[src/rtl/load_store_unit.sv]
// Multi-cycle load/store stage: one data-memory request per accepted access, with a wait-state timeout.
// Optional MISALIGN_TRAP_EN rejects misaligned halfword/word accesses with an error response.
module load_store_unit #(
    parameter int MEM_TIMEOUT = 16,
    parameter int ADDR_W      = 32
) (
    input  logic              clk,
    input  logic              rst_n,
    input  logic              req_valid,
    output logic              req_ready,
    input  logic              req_we,
    input  logic [2:0]        req_funct3,
    input  logic [ADDR_W-1:0] req_addr,
    input  logic [31:0]       req_wdata,
    output logic              resp_done,
    output logic [31:0]       resp_rdata,
    output logic              resp_err,
    output logic              mem_req,
    output logic              mem_we,
    output logic [ADDR_W-1:0] mem_addr,
    output logic [3:0]        mem_be,
    output logic [31:0]       mem_wdata,
    input  logic              mem_ready,
    input  logic [31:0]       mem_rdata
);

    typedef enum logic [1:0] {
        IDLE   = 2'd0,
        ACCESS = 2'd1,
        RESP   = 2'd2
    } state_t;

    localparam logic [7:0] TIMEOUT_C = 8'(MEM_TIMEOUT);

    state_t            state_q, state_d;
    logic              mem_req_q, mem_req_d;
    logic              mem_we_q, mem_we_d;
    logic [ADDR_W-1:0] mem_addr_q, mem_addr_d;
    logic [3:0]        mem_be_q, mem_be_d;
    logic [31:0]       mem_wdata_q, mem_wdata_d;
    logic [31:0]       resp_rdata_q, resp_rdata_d;
    logic              resp_err_q, resp_err_d;
    logic [7:0]        cnt_q, cnt_d;
    logic [2:0]        funct3_q, funct3_d;
    logic [1:0]        off_q, off_d;

    logic              req_legal;
    logic [3:0]        req_be;
    logic [31:0]       req_wdata_fmt;
    logic [7:0]        ld_byte;
    logic [15:0]       ld_half;
    logic [31:0]       ld_data;
    logic [7:0]        cnt_inc;

    // Incoming request decode: legality, byte enables and lane-replicated store data.
    always_comb begin
        // NOTE: every combinational output gets a default first so no path leaves it unassigned (no latch).
        req_legal     = 1'b0;
        req_be        = 4'b1111;
        req_wdata_fmt = req_wdata;
        if (req_we) begin
            req_legal = (req_funct3 == 3'b000) || (req_funct3 == 3'b001) || (req_funct3 == 3'b010);
            case (req_funct3)
                3'b000: begin
                    req_be        = 4'b0001 << req_addr[1:0];
                    req_wdata_fmt = {4{req_wdata[7:0]}};
                end
                3'b001: begin
                    req_be        = 4'b0011 << {req_addr[1], 1'b0};
                    req_wdata_fmt = {2{req_wdata[15:0]}};
                end
                default: ;
            endcase
        end else begin
            req_legal = (req_funct3 == 3'b000) || (req_funct3 == 3'b001) || (req_funct3 == 3'b010)
                     || (req_funct3 == 3'b100) || (req_funct3 == 3'b101);
        end
`ifdef MISALIGN_TRAP_EN
        if ((req_funct3[1:0] == 2'b01) && req_addr[0])
            req_legal = 1'b0;
        if ((req_funct3[1:0] == 2'b10) && (req_addr[1:0] != 2'b00))
            req_legal = 1'b0;
`endif
    end

    // Load alignment and extension from the returned word.
    always_comb begin
        ld_byte = mem_rdata[{off_q, 3'b000} +: 8];
        ld_half = off_q[1] ? mem_rdata[31:16] : mem_rdata[15:0];
        case (funct3_q)
            3'b000:  ld_data = {{24{ld_byte[7]}}, ld_byte};
            3'b001:  ld_data = {{16{ld_half[15]}}, ld_half};
            3'b010:  ld_data = mem_rdata;
            3'b100:  ld_data = {24'd0, ld_byte};
            3'b101:  ld_data = {16'd0, ld_half};
            default: ld_data = 32'd0;
        endcase
    end

    assign cnt_inc = cnt_q + 8'd1;

    always_comb begin
        state_d      = state_q;
        mem_req_d    = mem_req_q;
        mem_we_d     = mem_we_q;
        mem_addr_d   = mem_addr_q;
        mem_be_d     = mem_be_q;
        mem_wdata_d  = mem_wdata_q;
        resp_rdata_d = resp_rdata_q;
        resp_err_d   = resp_err_q;
        cnt_d        = cnt_q;
        funct3_d     = funct3_q;
        off_d        = off_q;

        case (state_q)
            IDLE: begin
                if (req_valid) begin
                    funct3_d = req_funct3;
                    off_d    = req_addr[1:0];
                    mem_we_d = req_we;
                    if (req_legal) begin
                        state_d     = ACCESS;
                        mem_req_d   = 1'b1;
                        mem_addr_d  = {req_addr[ADDR_W-1:2], 2'b00};
                        mem_be_d    = req_be;
                        mem_wdata_d = req_wdata_fmt;
                        cnt_d       = 8'd0;
                    end else begin
                        state_d      = RESP;
                        resp_err_d   = 1'b1;
                        resp_rdata_d = 32'd0;
                    end
                end
            end
            ACCESS: begin
                cnt_d = cnt_inc;
                // A ready arriving on the final allowed cycle still completes the access.
                if (mem_ready) begin
                    state_d      = RESP;
                    mem_req_d    = 1'b0;
                    resp_err_d   = 1'b0;
                    resp_rdata_d = mem_we_q ? 32'd0 : ld_data;
                end else if (cnt_inc == TIMEOUT_C) begin
                    state_d      = RESP;
                    mem_req_d    = 1'b0;
                    resp_err_d   = 1'b1;
                    resp_rdata_d = 32'd0;
                end
            end
            RESP: begin
                state_d = IDLE;
            end
            default: begin
                state_d   = IDLE;
                mem_req_d = 1'b0;
            end
        endcase
    end

    // NOTE: sequential state uses non-blocking assignments so every flop samples pre-edge values.
    always_ff @(posedge clk or negedge rst_n) begin
        if (!rst_n) begin
            state_q      <= IDLE;
            mem_req_q    <= 1'b0;
            mem_we_q     <= 1'b0;
            mem_addr_q   <= '0;
            mem_be_q     <= 4'd0;
            mem_wdata_q  <= 32'd0;
            resp_rdata_q <= 32'd0;
            resp_err_q   <= 1'b0;
            cnt_q        <= 8'd0;
            funct3_q     <= 3'd0;
            off_q        <= 2'd0;
        end else begin
            state_q      <= state_d;
            mem_req_q    <= mem_req_d;
            mem_we_q     <= mem_we_d;
            mem_addr_q   <= mem_addr_d;
            mem_be_q     <= mem_be_d;
            mem_wdata_q  <= mem_wdata_d;
            resp_rdata_q <= resp_rdata_d;
            resp_err_q   <= resp_err_d;
            cnt_q        <= cnt_d;
            funct3_q     <= funct3_d;
            off_q        <= off_d;
        end
    end

    assign req_ready  = (state_q == IDLE);
    assign resp_done  = (state_q == RESP);
    assign resp_rdata = resp_rdata_q;
    assign resp_err   = resp_err_q;
    assign mem_req    = mem_req_q;
    assign mem_we     = mem_we_q;
    assign mem_addr   = mem_addr_q;
    assign mem_be     = mem_be_q;
    assign mem_wdata  = mem_wdata_q;

endmodule

[config.mk]
export PLATFORM = sky130hd
export DESIGN_NAME = load_store_unit
export DESIGN_NICKNAME = d
export VERILOG_FILES = /design/src/rtl/load_store_unit.sv
export SDC_FILE = /design/constraint.sdc
export NUM_CORES = 1
export LEC_CHECK = 0
export CELL_PAD_IN_SITES_DETAIL_PLACEMENT = 1
export CELL_PAD_IN_SITES_GLOBAL_PLACEMENT = 1
export CORE_MARGIN = 8
export CORE_UTILIZATION = 33
export DETAILED_ROUTE_END_ITERATION = 12
export PLACE_DENSITY_LB_ADDON = 0.12
export SETUP_SLACK_MARGIN = 0.05
export SLEW_MARGIN = 20
export SYNTH_ARGS = -nofsm -noshare
export SYNTH_HDL_FRONTEND = slang
export SYNTH_SLANG_ARGS = --single-unit
export TNS_END_PERCENT = 30
[constraint.sdc]
create_clock -name clk -period 2.9 [get_ports clk]
set_clock_uncertainty 0.15 [all_clocks]
set_input_delay 0.58 -clock clk [delete_from_list [all_inputs] [get_ports clk]]
set_output_delay 0.58 -clock clk [all_outputs]
set_load 0.01 [all_outputs]
## Word-level counts from Yosys, hierarchy flattened

Cells that the tools add are included.

| word-level totals | value |
|---|---|
| input port bits | 104 |
| register bits | 116 |
| output and inout port bits | 105 |

| cells by class | value |
|---|---|
| add/subtract/negate cells | 1 |
| reduce and logical (&&, ||, !) cells | 14 |
| bitwise gates (word level) | 1 |
| shift operators | 3 |
| muxes and demuxes | 31 |
| eq/ne operators | 15 |

Operators with widths:

| cell | count |
|---|---|
| $mux 32 | 6 |
| $pmux 32 s5 | 1 |
| $pmux 32 s2 | 2 |
| $shiftx 32x6->8 | 1 |
| $mux 16 | 1 |
| $mux 8 | 2 |
| $pmux 8 s2 | 1 |
| $eq 3x3->1 const B | 4 |
| $mux 1 | 9 |
| $add 8x1->8 const B | 1 |
| $eq 8x5->1 const B | 1 |
| $mux 2 | 4 |
| $pmux 4 s2 | 1 |
| $reduce_and 4->1 | 2 |
| $eq 3x1->1 const B | 2 |
| $eq 3x2->1 const B | 2 |
| $logic_not 3->1 | 2 |
| $reduce_and 3->1 | 2 |
| $logic_or 1x1->1 | 4 |
| $mux 4 | 1 |
| $ne 2x2->1 const B | 2 |
| $pmux 2 s2 | 1 |
| $reduce_and 2->1 | 2 |
| $shl 1x2->4 const A | 1 |
| 10 further kinds | 10 |

## Logic depth before layout (Yosys ltp)

Gate-level depths: netlist of run 1.

| depth | value |
|---|---|
| word-level depth | 9 |
| gate-level depth with buffers | 8 |
| mapped depth without buffers | 5 |

## Worst setup path before layout of run 1

No wires, ideal clock.

| path | value |
|---|---|
| kind | input port to flip-flop |
| start point | input port mem_rdata[31] |
| end point | register resp_rdata_q[22] (netlist: resp_rdata[22]) |
| stages | 7 |
| setup time | 126 ps |
| setup slack | 733 ps |
| required time | 2624 ps |
| data arrival time | 1891 ps |
| path buffers | 2 |
| cells stage by stage | mux4_2 -> nand3b_4 -> nand2_2 -> and3_4 -> buf_6 -> buf_6 -> a221o_1 |

| on the way | value |
|---|---|
| longest elaborated chain between the ends | 5 |
| elaborated cells on any way between the ends | 6 |
| those cells by class | 1 x shift; 5 x mux |

Ends and longest elaborated chain:

| item | RTL line | text |
|---|---|---|
| start: declaration | 24 | `input logic [31:0] mem_rdata` |
| $shiftx 32x6->8 / $mux 16 (equally long branches) | 88, 89 |  |
| $pmux 32 s5 (*) | 90 | `case (funct3_q)` |
| $mux 32 (*) | 142 | `resp_rdata_d = mem_we_q ? 32'd0 : ld_data;` |
| $mux 32 (*) | 138 | `if (mem_ready) begin` |
| $pmux 32 s2 (*) | 115 | `case (state_q)` |
| end signal: assignment | 181 | `resp_rdata_q <= resp_rdata_d;` |
| end: declaration | 41 | `logic [31:0] resp_rdata_q, resp_rdata_d;` |

Every way passes the cells marked *; elsewhere a longest branch is shown, timed or not.
A chain may end at the register's enable or synchronous reset.

## Worst setup path in the final report of run 1

| path | value |
|---|---|
| start point | register cnt_q[0] |
| end point | register resp_rdata_q[0] (netlist: resp_rdata[0]) |

| on the way | value |
|---|---|
| longest elaborated chain between the ends | 4 |

Ends and longest elaborated chain:

| item | RTL line | text |
|---|---|---|
| start: declaration | 43 | `logic [7:0] cnt_q, cnt_d;` |
| start signal: assignment | 183 | `cnt_q <= cnt_d;` |
| $add 8x1->8 | 100 | `assign cnt_inc = cnt_q + 8'd1;` |
| $eq 8x5->1 | 143 | `end else if (cnt_inc == TIMEOUT_C) begin` |
| $ne 3x3->1 (no source line) | n/a |  |
| $reduce_and 4->1 (no source line) | n/a |  |

Every way passes these cells.

==> results of run 1 <==
==> final cells by class <==
class                           count  area, um2
Clock buffer                       22        474
Clock inverter                     10        129
Fill cell                        1694       7590
Inverter                            5       18.8
Multi-Input combinational cell    318       2250
Sequential cell                   116       2900
Tap cell                          216        270
Timing Repair Buffer              217       2190
==> where the power goes <==
group          switching (mW)  internal (mW)  total, mW
combinational            1.35           1.67       3.02
sequential              0.404           2.21       2.62
clock                   0.738           1.41       2.15
total                    2.49           5.29       7.78
==> through the flow <==
stage          hold WS [ps]  utilization (%)  std cells  power [mW]
6_report               16.3             52.0        904        7.78
5_1_grt                56.8             52.0        904        8.24
4_1_cts                29.0             52.0        904        7.89
3_5_place_dp            324             48.2        872        5.69
3_3_place_gp            315             48.2        872        5.58
2_1_floorplan           134                -        474        3.93
==> sequential cells by signal, summed over array words and instances (netlist names) <==
register / count
cnt_q: 8
funct3_q: 3
resp_err: 1
off_q: 2
mem_be: 4
state_q: 2
mem_wdata: 32
resp_rdata: 32
mem_req: 1
mem_addr: 30
mem_we: 1
==> routing by layer <==
metal	wire length [um]	GRT usage (%)	part of all wire, %
met1	7660	21.9	42
met2	9070	30.5	49
met3	1470	7.48	8.0
met4	223	6.04	1.2
met5	0	0	0
==> worst max-delay path, delay by kind of cell, from the launching register on <==
family / cells / cell delay, ps
AOI/OAI and AO/OA: 3 / 1020
DFF: 1 / 440
buffers and inverters: 1 / 350
adders and majority gates: 1 / 260
and+or+nand+nor: 1 / 90
==> synth_stat cells <==
cell         n  share of area [%]
a221o_1     16                3.0
o31ai_1      4               0.57
a21oi_1     43                4.1
mux4_2       1               0.42
o2bb2ai_1    9                1.5
nand3b_1     1               0.14
nor3b_4      1               0.35
and3_1       3               0.35
nand4b_1     1               0.17
ha_1         1               0.24
and2_1       3               0.35
clkbuf_1    20                1.4
dfrtp_1    116                 55
nand3b_4     1               0.38
buf_2        5               0.47
and3_4       1               0.21
nor2_2       1               0.12
mux2i_1     25                4.7
or2_2        1               0.12
nor2_1      22                1.6
o31a_1       1               0.17
o21ai_1      1              0.094
o21ai_0     40                3.8
conb_1       1              0.071
mux2_2      48                 10
nand4_1      2               0.24
nand2_2      1               0.12
and2_0       1               0.12
a311oi_1     6               0.99
nand3_1      1              0.094
nand2_1     49                3.5
buf_6        3               0.64
nor2b_1      4               0.47
nand2b_1     8               0.94
nor3_1       2               0.19
a2bb2oi_1    1               0.17
a31oi_1      2               0.24
inv_1        5               0.35
buf_4        2               0.28
buf_1        5               0.35
nor3b_2      1               0.24
a22oi_1      7               0.99
a21o_1       7               0.99
==> logic make-up after synthesis <==
group / share of synthesized area, %
AO/OA/AOI/OAI: 16.5
flip-flops: 54.7
AND/OR/NAND/NOR: 9.62
multiplexers: 15.3
buffers and inverters: 3.51
adder cells (fa/ha/maj): 0.236
other: 0.0707
==> worst paths after layout <==
check / start / slack (ps) / end
setup / recovery: cnt_q[0]$_DFFE_PN0P_ / 490 / resp_rdata[0]$_DFFE_PN0P_
min in group clk: mem_wdata[22]$_DFFE_PN0P_ / 330 / mem_wdata[22]$_DFFE_PN0P_
hold reg to reg: mem_wdata[22]$_DFFE_PN0P_ / 330 / mem_wdata[22]$_DFFE_PN0P_
hold / removal: rst_n / 20 / state_q[0]$_DFFE_PN0P_
max in group asynchronous: rst_n / 1950 / mem_addr[17]$_DFFE_PN0P_
setup reg to reg: cnt_q[0]$_DFFE_PN0P_ / 490 / resp_rdata[0]$_DFFE_PN0P_
==> impl_metrics.csv, run 1 <==
group,metric,value,unit
setup_path,cp.arrival,2580,ps
clocking,htreeDepth,4,
synthesis,synth_cells,473,
setup_path,r2r.worst_path.cells,6,
global_route,grt_pass1_wl,29300,um
finish,drive_above_1_share,14.5,%
finish,diodes,0,
setup_path,critPathCaptureType,"register",
worst_hold_path,hp-class,"in2async",
setup_path,cp_max_fo,20,
global_route,grt_usage,18.6,%
routing,drt_iter0_drc,204,
setup_path,critical_path_class,"reg2reg",
setup_path,start_kind,"register",
sta,post-route-min-period,2410,ps
clocking,post_cts.repair.setup_buffers,0,
setup_path,cp.required,3070,ps
floorplanning,core_area,15800,um2
sta,report.final.slew_viol_count,0,
routing,totalWireLength,18400,um
pwr,powerDensity,945,nW/um2
global_route,antenna_found_initial,0,
setup_path,cpPeakStageDelay,760,ps
finish,layout_commonest_cell,"clkdlybuf4s50_1",
sta,slew_headroom,40.6,%
floorplanning,die_h,143,um
sta,fin_setup_tns,0,ps
sta,fin_crit_sh,83.1,%
floorplanning,die_area,20400,um2
global_route,overflow,0,
synthesis,ys_ff_latch,116,
placed_design,dpl.hpwl,14000,um
routing,drc,0,
synthesis,ys_seq_area_share,54.7,%
floorplanning,die_x,143,um
placed_design,gp_congestion,0.846,
routing,ant_nets,0,
synthesis,yosysWarnings,0,
global_route,grt_max_degree,52,
clocking,cts-buffers-inserted,17,
sta,rsz0062_at_grt,"false",
global_route,first_global_vias,5150,
placed_design,dp_slack,145,ps
finish,stdcell_area,8230,um2
sta,setup_viol,0,
floorplanning,ios,209,
synthesis,ys_types,43,
clocking,clock_latency,410,ps
finish,layout.nets,780,
flow_run,drv_cap,0,
clocking,cts.sinks,116,
clocking,clk_pin_slew_worst_paths,50,ps
clocking,clockBufferDepth,2,
sta,hold_viol_final,0,
synthesis,synthesis.area,5310,um2
sta,max_freq,415,MHz
setup_path,crit_chain,"ha_1 -> nand3_1 -> a21oi_1 -> o31ai_4 -> buf_4 -> o2bb2ai_1",
floorplanning,initial_core_util,33.5,%
finish,area_delta_synth_final,55.2,%
setup_path,slowest_stage,"o31ai_4",
finish,mostFrequentLayoutCells,"clkdlybuf4s50_1 (205), dfrtp_1 (116), nand2_1 (49), mux2_2 (48), a21oi_1 (43)",
routing,vias,4577,
placed_design,portBuffers,206,
pwr,p_leak,3.56,nW
floorplanning,num_rows,46,
placed_design,place_area,7630,um2
clocking,cts_resized,0,
routing,viasPerCell,5.06,
status,status,"finished clean",
pwr,ir_drop,0.455,mV
sta,timing.final.ws_setup,491,ps
clocking,cts_tree,"done",
sta,worst_pin_slew,891,ps
synthesis,syn_area_per_cell,11.2,um2
routing,drt_pass1_iterations,4,
routing,routedWlPerCell,20.4,um
clocking,cts_hold_buf,0,
clocking,clock-root-buffer,"clkbuf_16",
(Power assumes the default switching activity.)
==> run 2, diff against run 1 <==
- CORE_UTILIZATION: 33 -> 30
- clock period: 2.9 -> 2.12 ns (I/O delays scaled with it)
==> impl_metrics.csv, run 2 (synthesis gave the netlist of run 1 again) <==
group,metric,value,unit
global_route,grt_pass1_wl,29900,um
floorplanning,die_h,149,um
setup_path,cp.arrival,2150,ps
sta,fin_crit_sh,94.4,%
finish,drive_above_1_share,18.8,%
placed_design,portBuffers,206,
sta,setup_viol,0,
flow_run,drv_cap,0,
global_route,grt_usage,17.2,%
finish,fillers,1858,
routing,drt_iter0_drc,166,
setup_path,crit_chain,"clkdlybuf4s50_1 -> nor2_1 -> o31ai_2 -> nor2b_4 -> o31ai_4 -> buf_12 -> a221o_1",
global_route,grt_max_degree,47,
sta,worst_pin_slew,571,ps
sta,fin_setup_tns,0,ps
sta,hold_viol_final,0,
clocking,htreeDepth,4,
clocking,clockBufferDepth,2,
routing,viasPerCell,4.93,
routing,drc,0,
clocking,clock-root-buffer,"clkbuf_16",
setup_path,start_kind,"primary input",
finish,area_delta_synth_final,60.5,%
routing,drt_pass1_iterations,4,
worst_hold_path,hp-class,"reg2reg",
finish,mostFrequentLayoutCells,"clkdlybuf4s50_1 (203), dfrtp_1 (115), nand2_1 (49), mux2_2 (48), a21oi_1 (42)",
pwr,ir_drop,0.663,mV
floorplanning,ios,209,
routing,ant_nets,0,
setup_path,path_buf_inv,2,
setup_path,critical_path_class,"in2reg",
sta,post-route-min-period,2000,ps
clocking,clk_pin_slew_worst_paths,50,ps
pwr,power,10.8,mW
sta,hold_slack,329,ps
floorplanning,die_area,22200,um2
routing,vias,4662,
setup_path,cpPeakStageDelay,540,ps
sta,rsz0062_at_grt,"false",
clocking,cts-buffers-inserted,17,
floorplanning,initial_core_util,30.7,%
global_route,antenna_found_initial,0,
placed_design,dpl.hpwl,14400,um
setup_path,cp.required,2260,ps
setup_path,critPathTopFamily,"buffers and inverters",
finish,layout.nets,812,
floorplanning,num_rows,48,
finish,register_area,2900,um2
global_route,first_global_vias,5351,
clocking,clock_latency,420,ps
pwr,p_leak,3.70,nW
finish,layout_commonest_cell,"clkdlybuf4s50_1",
finish,multiInputGateArea,2260,um2
routing,routedWlPerCell,19.6,um
floorplanning,core_area,17300,um2
sta,report.final.slew_viol_count,0,
pwr,powerDensity,1260,nW/um2
sta,max_freq,500,MHz
sta,slew_headroom,61.8,%
setup_path,cp_max_fo,11,
global_route,overflow,0,
status,status,"finished clean",
setup_path,slowest_stage,"clkdlybuf4s50_1",
placed_design,gp_congestion,0.817,
clocking,cts_tree,"done",
clocking,cts.sinks,116,
finish,diodes,0,
floorplanning,die_x,149,um
setup_path,critPathCaptureType,"register",
routing,totalWireLength,18500,um
run 2: cell types whose count changed in the layout (fill, tap and decap cells not counted), sizes merged:
cell / before / now
dlygate4sd2: 0 / 2
clkdlybuf4s50: 205 / 203
buf: 12 / 43
dlygate4sd3: 0 / 1
clkinvlp: 0 / 5
clkbuf: 22 / 19
clkinv: 7 / 5
run 2: area by class of cell:
| type | instances | share of cell area, % |
|---|---|---|
| tap | 225 | 3.31 |
| sequential | 116 | 34.1 |
| clock inverter | 13 | 1.88 |
| multi-input combinational | 318 | 26.6 |
| inverter | 5 | 0.220 |
| clock buffer | 19 | 5.08 |
| timing repair buffer | 249 | 28.9 |
run 2: timing repair:
item,in CTS,in global routing
hold buffers,1,0
setup buffers,2,0
pin swaps,1,0
hold endpoints to repair,29,0
endpoints found under the setup margin,23,15
resized for setup,5,2
run 2: worst paths after layout:
kind / startpoint / slack [ps] / cells past startpoint / end
worst max-delay path: req_we / 120 / 7 / resp_rdata[20]$_DFFE_PN0P_
worst min-delay path: mem_wdata[12]$_DFFE_PN0P_ / 330 / 2 / mem_wdata[12]$_DFFE_PN0P_
worst max register to register: cnt_q[5]$_DFFE_PN0P_ / 150 / 6 / resp_rdata[20]$_DFFE_PN0P_
worst min register to register: mem_wdata[12]$_DFFE_PN0P_ / 330 / 2 / mem_wdata[12]$_DFFE_PN0P_
max in group asynchronous: rst_n / 850 / 3 / mem_addr[9]$_DFFE_PN0P_
min in group asynchronous: rst_n / 350 / 2 / mem_req$_DFFE_PN0P_
run 2: power breakdown:
part / switching [mW] / internal (mW) / total (mW)
combinational: 1.93 / 2.43 / 4.36
clock: 1.06 / 1.84 / 2.90
sequential: 0.487 / 3.03 / 3.51
run 2: through the flow:
stage               instances  setup WS (ps)  utilization (%)  instance area, um2
floorplan                 474           64.5                -                5310
finish                    945            119             49.2                8520
global placement          910           -386             45.5                7870
global route              945           52.9             49.2                8520
detailed placement        910           -444             45.5                7870
CTS                       945           65.6             49.2                8510
run 2: worst min-delay path, stage by stage (launching register included):
cell and delay, ps:
dfrtp_1 340, nand2_1 50, o21ai_0 50
run 2: layer usage:
layer  GRT usage (%)  share of wire [%]  wire, um  up-vias
met5               0                  0         0        -
met4            5.30               0.97       180        0
met3            7.58                8.8      1630       13
met2            29.1                 50      9320      137
met1            19.0                 40      7400     2335
li1                -                  -         -     2177
